[src/rtl/rgu_pkg.sv]
// Shared definitions for the reset-source conditioner.
//   dbnc_state_e : pad debounce FSM states
//   CAUSE_*      : bit positions inside rst_cause
//   DEF_*        : default parameter values
package rgu_pkg;

  typedef enum logic [1:0] {
    IDLE_HI = 2'd0,
    CHK_LO  = 2'd1,
    ASSERT  = 2'd2,
    CHK_HI  = 2'd3
  } dbnc_state_e;

  localparam int unsigned CAUSE_POR    = 0;
  localparam int unsigned CAUSE_PAD    = 1;
  localparam int unsigned CAUSE_SW     = 2;
  localparam int unsigned CAUSE_SB_WDT = 3;
  localparam int unsigned CAUSE_WDT0   = 4;

  localparam int unsigned DEF_SYNC_STAGES  = 2;
  localparam int unsigned DEF_DEBOUNCE_CYC = 1024;
  localparam int unsigned DEF_STRETCH_CYC  = 16;

endpackage

[src/rtl/rgu_rst_stretch.sv]
// One stretch channel: turns an active-high request into an active-low
// registered reset that stays low for STRETCH_CYC cycles after the request ends.
//   clk        : clock
//   rst_n      : asynchronous active-low reset (counter loaded, output low)
//   req        : active-high reset request
//   cond_rst_n : registered, stretched active-low reset
module rgu_rst_stretch #(
  parameter int unsigned STRETCH_CYC = 16
) (
  input  logic clk,
  input  logic rst_n,
  input  logic req,
  output logic cond_rst_n
);

  localparam int unsigned      CNT_W    = $clog2(STRETCH_CYC + 1);
  localparam logic [CNT_W-1:0] CNT_LOAD = CNT_W'(STRETCH_CYC);

  logic [CNT_W-1:0] cnt_q;

  always_ff @(posedge clk or negedge rst_n) begin
    if (!rst_n) begin
      cnt_q      <= CNT_LOAD;
      cond_rst_n <= 1'b0;
    end else begin
      if (req) begin
        cnt_q <= CNT_LOAD;
      end else if (cnt_q != '0) begin
        cnt_q <= cnt_q - CNT_W'(1);
      end
      // Uses the pre-decrement count, so a one-cycle request gives
      // STRETCH_CYC+1 low cycles.
      cond_rst_n <= ~(req | (cnt_q != '0));
    end
  end

endmodule

[src/rtl/rgu_rst_src_cond.sv]
// Reset-source conditioner in front of the RGU. Synchronises the pad and
// watchdog requests, debounces the pad, stretches every request and keeps a
// sticky reset-cause register.
// Optional feature macro: RGU_SRC_SW_RST_EN (adds sw_rst_req into the sys
// channel and rst_cause[2]).
// Ports:
//   clk             : always-on clock
//   sys_pwrgd       : async active-low reset of this block
//   pad_reset_n     : raw board reset pad (async, bouncy, active-low)
//   sb_wdt_req_n    : always-on watchdog request (async, active-low)
//   wdt_req_n[3:0]  : cluster watchdog requests (async, active-low)
//   sw_rst_req      : one-cycle software reset request (macro only)
//   cause_clr       : one-cycle clear of rst_cause
//   i_test_mode     : DFT mode select
//   i_dft_test_rstn : DFT reset driven onto all outputs in test mode
//   sys_reset_n     : conditioned system reset
//   sb_wdt_rst_n    : conditioned always-on watchdog reset
//   wdt_rst_n[3:0]  : conditioned cluster watchdog resets
//   rst_cause[7:0]  : sticky cause {wdt[3:0], sb_wdt, sw, pad, por}
module rgu_rst_src_cond
  import rgu_pkg::*;
#(
  parameter int unsigned SYNC_STAGES  = DEF_SYNC_STAGES,
  parameter int unsigned DEBOUNCE_CYC = DEF_DEBOUNCE_CYC,
  parameter int unsigned STRETCH_CYC  = DEF_STRETCH_CYC
) (
  input  logic       clk,
  input  logic       sys_pwrgd,
  input  logic       pad_reset_n,
  input  logic       sb_wdt_req_n,
  input  logic [3:0] wdt_req_n,
`ifdef RGU_SRC_SW_RST_EN
  input  logic       sw_rst_req,
`endif
  input  logic       cause_clr,
  input  logic       i_test_mode,
  input  logic       i_dft_test_rstn,
  output logic       sys_reset_n,
  output logic       sb_wdt_rst_n,
  output logic [3:0] wdt_rst_n,
  output logic [7:0] rst_cause
);

  localparam int unsigned NSYNC = 6;
  localparam int unsigned DB_W  = $clog2(DEBOUNCE_CYC);
  localparam logic [DB_W-1:0] DB_LAST = DB_W'(DEBOUNCE_CYC - 1);
  // Requests are active while in reset, so their edge history starts active
  // and leaving reset does not log spurious causes. Bit 2 (sw) starts idle.
  localparam logic [7:0] REQ_PREV_RST = 8'hFB;

  // ---------------- synchronisers ----------------
  logic [NSYNC-1:0]                   async_in;
  logic [SYNC_STAGES-1:0][NSYNC-1:0]  sync_q;
  logic                               pad_s;
  logic                               sb_s;
  logic [3:0]                         wdt_s;

  assign async_in = {wdt_req_n, sb_wdt_req_n, pad_reset_n};

  always_ff @(posedge clk or negedge sys_pwrgd) begin
    if (!sys_pwrgd) begin
      sync_q <= '0;
    end else begin
      sync_q <= {sync_q[SYNC_STAGES-2:0], async_in};
    end
  end

  assign pad_s = sync_q[SYNC_STAGES-1][0];
  assign sb_s  = sync_q[SYNC_STAGES-1][1];
  assign wdt_s = sync_q[SYNC_STAGES-1][5:2];

  // ---------------- pad debounce FSM ----------------
  dbnc_state_e     state_q, state_d;
  logic [DB_W-1:0] db_cnt_q, db_cnt_d;
  logic            pad_req;

  always_ff @(posedge clk or negedge sys_pwrgd) begin
    if (!sys_pwrgd) begin
      state_q  <= ASSERT;
      db_cnt_q <= '0;
    end else begin
      state_q  <= state_d;
      db_cnt_q <= db_cnt_d;
    end
  end

  always_comb begin
    state_d  = state_q;
    db_cnt_d = db_cnt_q;
    case (state_q)
      IDLE_HI: begin
        if (!pad_s) begin
          state_d  = CHK_LO;
          db_cnt_d = '0;
        end
      end
      CHK_LO: begin
        if (pad_s) begin
          state_d = IDLE_HI;
        end else if (db_cnt_q == DB_LAST) begin
          state_d = ASSERT;
        end else begin
          db_cnt_d = db_cnt_q + DB_W'(1);
        end
      end
      ASSERT: begin
        if (pad_s) begin
          state_d  = CHK_HI;
          db_cnt_d = '0;
        end
      end
      CHK_HI: begin
        if (!pad_s) begin
          state_d = ASSERT;
        end else if (db_cnt_q == DB_LAST) begin
          state_d = IDLE_HI;
        end else begin
          db_cnt_d = db_cnt_q + DB_W'(1);
        end
      end
      default: state_d = ASSERT;
    endcase
  end

  assign pad_req = (state_q == ASSERT) || (state_q == CHK_HI);

  // ---------------- system request ----------------
  logic sw_req;
`ifdef RGU_SRC_SW_RST_EN
  assign sw_req = sw_rst_req;
`else
  assign sw_req = 1'b0;
`endif

  logic sys_req;
  assign sys_req = pad_req | sw_req;

  // ---------------- stretch channels ----------------
  logic       sys_q;
  logic       sb_q;
  logic [3:0] wdt_q;

  rgu_rst_stretch #(.STRETCH_CYC(STRETCH_CYC)) u_sys (
    .clk        (clk),
    .rst_n      (sys_pwrgd),
    .req        (sys_req),
    .cond_rst_n (sys_q)
  );

  rgu_rst_stretch #(.STRETCH_CYC(STRETCH_CYC)) u_sb (
    .clk        (clk),
    .rst_n      (sys_pwrgd),
    .req        (~sb_s),
    .cond_rst_n (sb_q)
  );

  for (genvar g = 0; g < 4; g++) begin : g_wdt
    rgu_rst_stretch #(.STRETCH_CYC(STRETCH_CYC)) u_wdt (
      .clk        (clk),
      .rst_n      (sys_pwrgd),
      .req        (~wdt_s[g]),
      .cond_rst_n (wdt_q[g])
    );
  end

  // ---------------- cause capture ----------------
  logic [7:0] req_vec;
  logic [7:0] req_prev_q;
  logic [7:0] cause_q;
  logic [7:0] cause_d;

  always_comb begin
    req_vec                 = '0;
    req_vec[CAUSE_PAD]      = pad_req;
    req_vec[CAUSE_SW]       = sw_req;
    req_vec[CAUSE_SB_WDT]   = ~sb_s;
    req_vec[CAUSE_WDT0+:4]  = ~wdt_s;
  end

  // Clear first, then OR in new edges so a set wins over a same-cycle clear.
  assign cause_d = (cause_clr ? 8'h00 : cause_q) | (req_vec & ~req_prev_q);

  always_ff @(posedge clk or negedge sys_pwrgd) begin
    if (!sys_pwrgd) begin
      req_prev_q <= REQ_PREV_RST;
      cause_q    <= 8'h01;
    end else begin
      req_prev_q <= req_vec;
      cause_q    <= cause_d;
    end
  end

  // ---------------- outputs / test-mode mux ----------------
  assign sys_reset_n  = i_test_mode ? i_dft_test_rstn : sys_q;
  assign sb_wdt_rst_n = i_test_mode ? i_dft_test_rstn : sb_q;
  assign wdt_rst_n    = i_test_mode ? {4{i_dft_test_rstn}} : wdt_q;
  assign rst_cause    = cause_q;

endmodule

[config.mk]
export PLATFORM = sky130hd
export DESIGN_NAME = rgu_rst_src_cond
export DESIGN_NICKNAME = d
export VERILOG_FILES = /design/src/rtl/rgu_pkg.sv /design/src/rtl/rgu_rst_stretch.sv /design/src/rtl/rgu_rst_src_cond.sv
export SDC_FILE = /design/constraint.sdc
export NUM_CORES = 1
export LEC_CHECK = 0
export ABC_AREA = 1
export CORE_MARGIN = 2
export CORE_UTILIZATION = 57
export DETAILED_ROUTE_END_ITERATION = 8
export PLACE_DENSITY_LB_ADDON = 0.3
export REMOVE_ABC_BUFFERS = 1
export SLEW_MARGIN = 10
export SYNTH_ARGS = -nofsm -noshare
export SYNTH_HDL_FRONTEND = slang
export SYNTH_SLANG_ARGS = --single-unit
[constraint.sdc]
create_clock -name clk -period 2.04 [get_ports clk]
set_input_delay 0.408 -clock clk [delete_from_list [all_inputs] [get_ports clk]]
set_output_delay 0.408 -clock clk [all_outputs]
set_load 0.005 [all_outputs]
==> results of run 1 <==
logic make-up after synthesis:
logic type,count (synthesis),synth area share [%]
XOR/XNOR,11,3.10
AO/OA/AOI/OAI,35,7.28
flip-flops,73,59.3
buffers and inverters,56,7.52
AND/OR/NAND/NOR,132,19.9
adder cells (fa/ha/maj),7,2.82
other,1,0.121
where the power goes:
group          switching, W  internal (W)  total (W)  leakage [nW]
sequential         0.000176       0.00173    0.00191         0.901
combinational      0.000458      0.000388   0.000846         0.809
clock              0.000517      0.000682    0.00120         0.102
area by class of cell:
type	instances	area [um^2]
flip-flops and latches	73	1840
clock inverters	5	81.3
fillers	374	1550
repair buffers	24	256
multi-input cells	186	1030
well taps	70	87.6
clock buffers	10	128
inverters	51	194
state kept, by name, summed over array words and instances (netlist names), named ones only:
register / cells
g_wdt.u_wdt.cnt_q: 20
db_cnt_q: 10
sync_q: 10
rst_cause: 7
req_prev_q: 6
u_sb.cnt_q: 5
u_sys.cnt_q: 5
g_wdt.u_wdt.cond_rst_n: 4
pad_s: 1
sb_s: 1
state_q: 1
u_sb.cond_rst_n: 1
u_sys.cond_rst_n: 1
cells in the final DEF (no fill, tap or decap), drive strengths merged, types with 7 or more instances in the layout:
cell type	n
o21ai	14
nand2	58
nand3b	8
clkdlybuf4s50	16
nor3	7
ha	7
xor2	9
inv	51
dfrtp	59
nand3	26
clkbuf	10
dfstp	14
nor2	22
metrics by stage:
| step | setup slack [ps] | util [%] | instance area [um^2] |
|---|---|---|---|
| after floorplan | 652 | - | 3070 |
| after global placement | -48.8 | 65.8 | 3400 |
| after detailed placement | -103 | 65.8 | 3400 |
| after CTS | 30.0 | 69.8 | 3610 |
| after global routing | -6.66 | 70.1 | 3620 |
| final | 56.8 | 70.1 | 3620 |
critical path, cell delays in order:
cell,delay (ps)
clkdlybuf4s50_1,460
nand2_1,100
o21ai_0,100
clkdlybuf4s50_1,510
repair_timing:
action | CTS | global route
resized for setup | 1 | 5
endpoints found under the hold margin | 0 | 0
endpoints found under the setup margin | 6 | 5
setup buffers | 0 | 0
gates cloned | 0 | 0
final timing paths:
check | start | endpoint | slack (ps)
max reg2reg | db_cnt_q[0] | db_cnt_q[2] | 450
max | i_dft_test_rstn | wdt_rst_n[3] | 60
min in group clk | sync_q[3] | sync_q[9] | 350
min | sys_pwrgd | sync_q[1] | 50
min reg2reg | sync_q[3] | sync_q[9] | 350
max in group asynchronous | sys_pwrgd | req_prev_q[1] | 1600
routing by layer:
| layer | routed length [um] | vias up | track usage, % | share of wire (%) |
|---|---|---|---|---|
| li1 | - | 1070 | - | - |
| met1 | 2360 | 1000 | 22.5 | 49 |
| met2 | 2260 | 35 | 29.8 | 46 |
| met3 | 154 | 8 | 3.84 | 3.2 |
| met4 | 83 | 0 | 9.11 | 1.7 |
| met5 | 0 | - | 0 | 0 |
==> metrics.md, run 1 <==
| Metric | Value |
|---|---|
| Number of global-route vias before repair | `about 2100` |
| Fmax | `504 MHz` |
| Syn_area_per_cell | `~9.9 um^2` |
| Mapped Area | `3110 um^2` |
| Largest net degree at the start of global routing | `between 70 and 80` |
| Area share of the largest cell type after synthesis | `47.5%` |
| TNS Setup | `0 ps` |
| Primary FF master, synth | `dfrtp_1` |
| Vias after detailed routing | `approximately 2100` |
| Drt drc | `0` |
| Layout net count | `363` |
| Synth Instances | `about 320` |
| Data required time at the worst endpoint | `~1600 ps` |
| Yosys warning count | `0` |
| Critical path data arrival time | `approximately 1600 ps` |
| DRT Wirelength | `just under 5000 um` |
| Max-Cap Viols | `0` |
| Post-route minimum period | `1980 ps` |
| Synth Register Bits | `between 70 and 80` |
| Worst setup SP type | `input port` |
| Outcome | `finished, final reports clean` |
| Fin Clk Skew | `a little under 8 ps` |
| EDFF count, synth | `0` |
| Vias per Instance | `5.04` |
| Hold_buf cts | `0` |
| Worst hold-check path type | `input port to async pin` |
| DIE AREA | `between 6000 and 7000 um^2` |
| Layout cells sized above 1 | `11.7%` |
| CTS max path bufs | `2` |
| First-pass iteration count of the detailed router | `4` |
| DP HPWL | `3300 um` |
| Power per Cell Area | `between 1000 and 1500 nW/um^2` |
| Num Clock Sinks | `between 70 and 80` |
| Synth-to-layout area growth | `16.5%` |
| Synth area leader | `dfrtp_1` |
| Clk root buf | `clkbuf_8` |
| Synth unique cells | `31` |
| FFs w/ async S/R, synth | `between 90% and 100%` |
| IO buf count | `23` |
| Commonest cells in the netlist | `59 x dfrtp_1, 58 x nand2_1, 50 x inv_1, 25 x nand3_1, 20 x nor2_1` |
| Critical path fanouts, max | `6` |
| Critical path type | `input port to output port` |
| Max-slew violation count | `0` |
| Clock slew at reported path FFs | `70 ps` |
| CTS Buf Count | `9` |
| Clock Latency Late Sink | `around 340 ps` |
| I/O pin count | `25` |
| First-pass GRT wire length | `8650 um` |
| Antenna diodes | `0` |
| R2r worst-path depth | `7` |
| DRT iter0 DRCs | `about 170` |
| Register area share after synthesis | `between 50% and 60%` |
| Worst Hold Margin | `about 46 ps` |
| Most frequent cell after synthesis | `dfrtp_1` |
| Core Box Area | `around 5200 um^2` |
| Antenna viol nets, final | `0` |
| Rows | `26` |
| CP endpoint kind | `output port` |
| Routability congestion estimate | `0.833` |
| Final setup viols | `0` |
| GRT Total Usage | `between 10% and 20%` |
| Overflow left after global routing | `0` |
| Die width | `77.9 um` |
| Placed Cells | `approximately 400` |
| Die height | `approximately 80 um` |
| Routed WL per cell | `11.6 um` |
| Lkg Pwr | `approximately 1.8 nW` |
| Initial Util | `about three fifths` |
| Initial antenna violation count | `0` |
| VDD IR-drop max | `approximately 580 uV` |
| H-tree lvl count | `3` |
| Overall Power | `about 0.0040 W` |
| Main area contributors after synthesis | `dfrtp_1 47%, dfstp_2 12%, nand2_1 7.0%, inv_1 6.0%, nand3_1 4.0%` |
| Final Hold Viols | `0` |
| Period utilization | `just under 100%` |
| CTS tree | `done` |
| Post-Layout Cell Count | `between 400 and 500` |
Note: power is estimated with default switching activity, not from simulation.
==> run 2, diff against run 1 <==
Settings changed: CAP_MARGIN set to 20, SYNTH_HIERARCHICAL set to 1.
==> run 2 against run 1 <==
Combinational power is 15% higher. Maximum frequency grew 5.5%. Clock skew decreased by 1.8 ps. Register-to-register slack better by 110 ps. First-iteration DRC count decreased by 5.9%. Count of clock-buffer cells in the layout up 3. Setup slack gained 100 ps. Critical endpoint is now wdt_rst_n[2]. Largest cell class unchanged.
==> metrics.md, run 2 <==
| Metric | Value |
|---|---|
| Outcome | `finished, final reports clean` |
| Post-route minimum period | `1880 ps (-104 ps)` |
| Synth-to-layout area growth | `15.2%` |
| Final Util | `67.6% (-2.5 points)` |
| Area share of the largest cell type after synthesis | `45.7% (-1.8 points)` |
| Antenna viol nets, final | `0 (unchanged)` |
| Max-slew violation count | `0 (unchanged)` |
| Vias per Instance | `4.90 (-2.9%)` |
| Placed Cells | `441 (+9.2%)` |
| Clock Latency Late Sink | `340 ps (about the same)` |
| Synth Instances | `348 (+10%)` |
| Yosys warning count | `6 (+6)` |
| Routed WL per cell | `11.2 um (-2.9%)` |
| First-pass GRT wire length | `9410 um (+8.9%)` |
| Worst setup SP type | `input port` |
| Worst hold-check path type | `input port to async pin` |
| Slowest CP cell | `clkdlybuf4s50_1` |
| Commonest cells in the netlist | `82 x nand2_1, 59 x dfrtp_1, 56 x inv_1, 29 x nand3_1, 24 x nor2_1` |
| Syn_area_per_cell | `9.28 um^2 (-6.0%)` |
| Routability congestion estimate | `0.816 (-2.0%)` |
| Synth unique cells | `28 (-9.7%)` |
| Post-Layout Cell Count | `457 (+9.1%)` |
| Fin Clk Skew | `6.18 ps (-1.75 ps)` |
| Number of global-route vias before repair | `2189 (+6.0%)` |
| TNS Setup | `0 ps (unchanged)` |
| Critical path type | `input port to output port` |
| Layout cells sized above 1 | `15.1% (+3.3 points)` |
| Final setup viols | `0 (unchanged)` |
| Reg area | `1840 um^2 (unchanged)` |
| DIE AREA | `6290 um^2 (+3.7%)` |
| Synth Register Bits | `73 (unchanged)` |
| Initial Util | `58.7% (-1.5 points)` |
| Worst R2R Start | `db_cnt_q[1]` |
| Critical path data arrival time | `1470 ps (-110 ps)` |
| DRT Wirelength | `5140 um (+5.9%)` |
| Crit. Startpoint | `i_test_mode` |
| Setup bufs post-CTS | `0 (unchanged)` |
| Layout net count | `398 (+9.6%)` |
| Period utilization | `92.1% (-5.1 points)` |
| VDD IR-drop max | `696 uV (+20%)` |
| Fill cells | `454 (+21%)` |
| Initial antenna violation count | `0 (unchanged)` |
| I/O pin count | `25 (unchanged)` |
| Antenna diodes | `0 (unchanged)` |
| FFs w/ async S/R, synth | `100% (unchanged)` |
| Fmax | `532 MHz (+5.5%)` |
| Num Clock Sinks | `73 (unchanged)` |
| DP HPWL | `3590 um (+8.7%)` |
| DRT iter0 DRCs | `159 (-5.9%)` |
| Worst Hold Margin | `87.8 ps (+42.2 ps)` |
| CTS tree | `done` |
| Lkg Pwr | `1.83 nW (+1.3%)` |
| Main area contributors after synthesis | `dfrtp_1 46%, dfstp_2 11%, nand2_1 9.5%, inv_1 6.5%, nand3_1 4.5%` |
| Most frequent cell after synthesis | `nand2_1` |
| Data required time at the worst endpoint | `1630 ps (about the same)` |
| Critical path fanouts, max | `6 (unchanged)` |
| Overflow left after global routing | `0 (unchanged)` |
| Max-Cap Viols | `0 (unchanged)` |
| Power per Cell Area | `1050 nW/um^2 (-3.5%)` |
| EDFF count, synth | `0 (unchanged)` |
| Clk root buf | `clkbuf_8` |
| Crit path cell chain | `clkdlybuf4s50_1 -> nand2_1 -> o21ai_0 -> dlygate4sd2_1` |
| GRT Total Usage | `19.4% (+1.4 points)` |
| Primary FF master, synth | `dfrtp_1` |
| Reg with most FFs | `g_wdt.u_wdt/cnt_q` |
| Rows | `27 (+3.8%)` |
| Vias after detailed routing | `2238 (+5.9%)` |
| Biggest regs | `g_wdt.u_wdt/cnt_q x20, db_cnt_q x10, sync_q x10` |
| Clock slew at reported path FFs | `70 ps (about the same)` |
| Crit path largest cell delay | `510 ps (about the same)` |
| First-pass iteration count of the detailed router | `4 (unchanged)` |
| RSZ-0062 raised after global routing | `false` |
| Max FFs per register | `20 (unchanged)` |
| Die height | `79.3 um (+1.8%)` |
| Register area share after synthesis | `57.1% (-2.2 points)` |
| H-tree lvl count | `3 (unchanged)` |
| CP endpoint kind | `output port` |
| Drt drc | `0 (unchanged)` |
| Mapped Area | `3230 um^2 (+3.9%)` |
| Core Box Area | `5510 um^2 (+6.5%)` |
| Die width | `79.3 um (+1.8%)` |
| Commonest non-fill, non-tap cell in the layout | `nand2_1` |
| Multi-input gate area | `1140 um^2 (+11%)` |
| Synth area leader | `dfrtp_1` |
| Largest net degree at the start of global routing | `74 (unchanged)` |
| IO buf count | `23 (unchanged)` |
| Final Hold Viols | `0 (unchanged)` |
| CTS max path bufs | `2 (unchanged)` |
| Commonest non-fill, non-tap cells in the layout | `82 x nand2_1, 59 x dfrtp_1, 56 x inv_1, 29 x nand3_1, 24 x nor2_1` |
| CTS Buf Count | `9 (unchanged)` |
==> run 2: cell types whose count changed in the layout (fill, tap and decap cells not counted), sizes merged, moves of 3 or more <==
cell | before | now
nand2 | 58 | 84
nor2 | 22 | 38
nand3 | 26 | 36
o21ai | 14 | 22
nor3 | 7 | 0
a211oi | 6 | 0
a21oi | 6 | 0
inv | 51 | 57
dlygate4sd2 | 1 | 6
dlymetal6s2s | 5 | 0
clkbuf | 10 | 13
nor3b | 3 | 0
xor2 | 9 | 6
==> run 2: kinds of logic (layout without fill, tap and decap cells) <==
kind of cell | count (synthesis) | count (layout) | synth area share (%)
compound gates | 29 | 29 | 4.92
buf+inv | 61 | 98 | 7.47
xor+xnor | 7 | 7 | 1.90
simple gates | 170 | 170 | 25.8
other cells | 1 | 1 | 0.116
fa+ha+maj | 7 | 7 | 2.71
flops | 73 | 73 | 57.1
==> run 2: cell type report <==
type                       count  share of cell area (%)
tap                           72                    2.42
inverter                      57                    5.75
clock inverter                 3                   0.403
timing repair buffer          25                    6.59
clock buffer                  13                    4.54
multi-input combinational    214                    30.8
sequential                    73                    49.5
==> run 2: path summary, 6_finish.rpt <==
path,end,slack (ps),cells past startpoint
min in group clk,sync_q[10],350,0
max in group asynchronous,async pin,1630,2
worst max register to register,db_cnt_q[0],560,8
worst min register to register,sync_q[10],350,0
worst min-delay path,g_wdt[1].u_wdt/cnt_q[2],90,2
worst max-delay path,wdt_rst_n[2],160,4
==> run 2: stage by stage <==
| step | area, um^2 | setup WS, ps | total power (W) |
|---|---|---|---|
| 5_1_grt | 3720 | 87.9 | 0.00424 |
| 3_3_place_gp | 3550 | -94.9 | 0.00289 |
| 6_report | 3720 | 160 | 0.00392 |
| 3_5_place_dp | 3550 | -182 | 0.00295 |
| 4_1_cts | 3720 | 159 | 0.00398 |
| 2_1_floorplan | 3200 | 726 | 0.00268 |
==> run 2: power by group <==
group	total, W	switching, W	leakage (nW)	internal [W]
clock	0.00101	0.000477	0.0992	0.000535
sequential	0.00194	0.000200	0.900	0.00174
combinational	0.000970	0.000553	0.835	0.000417
total	0.00392	0.00123	1.83	0.00269
==> run 2: timing repair <==
item / in CTS / in global routing
resized for setup: 7 / 0
hold endpoints to repair: 0 / 0
endpoints found under the setup margin: 6 / 0
hold buffers: 0 / 0
==> run 2: critical path: cells and delay by family <==
| kind | cells | cell delay [ps] |
|---|---|---|
| compound gates | 1 | 140 |
| simple gates | 1 | 130 |
| buf+inv | 2 | 790 |
==> run 2: routing by layer <==
metal / vias up / GRT usage (%) / share of wire, %
li1: 1149 / - / -
met1: 1031 / 24.7 / 47
met2: 51 / 30.8 / 47
met3: 7 / 6.25 / 4.7
met4: 0 / 8.28 / 1.4
met5: - / 0 / 0
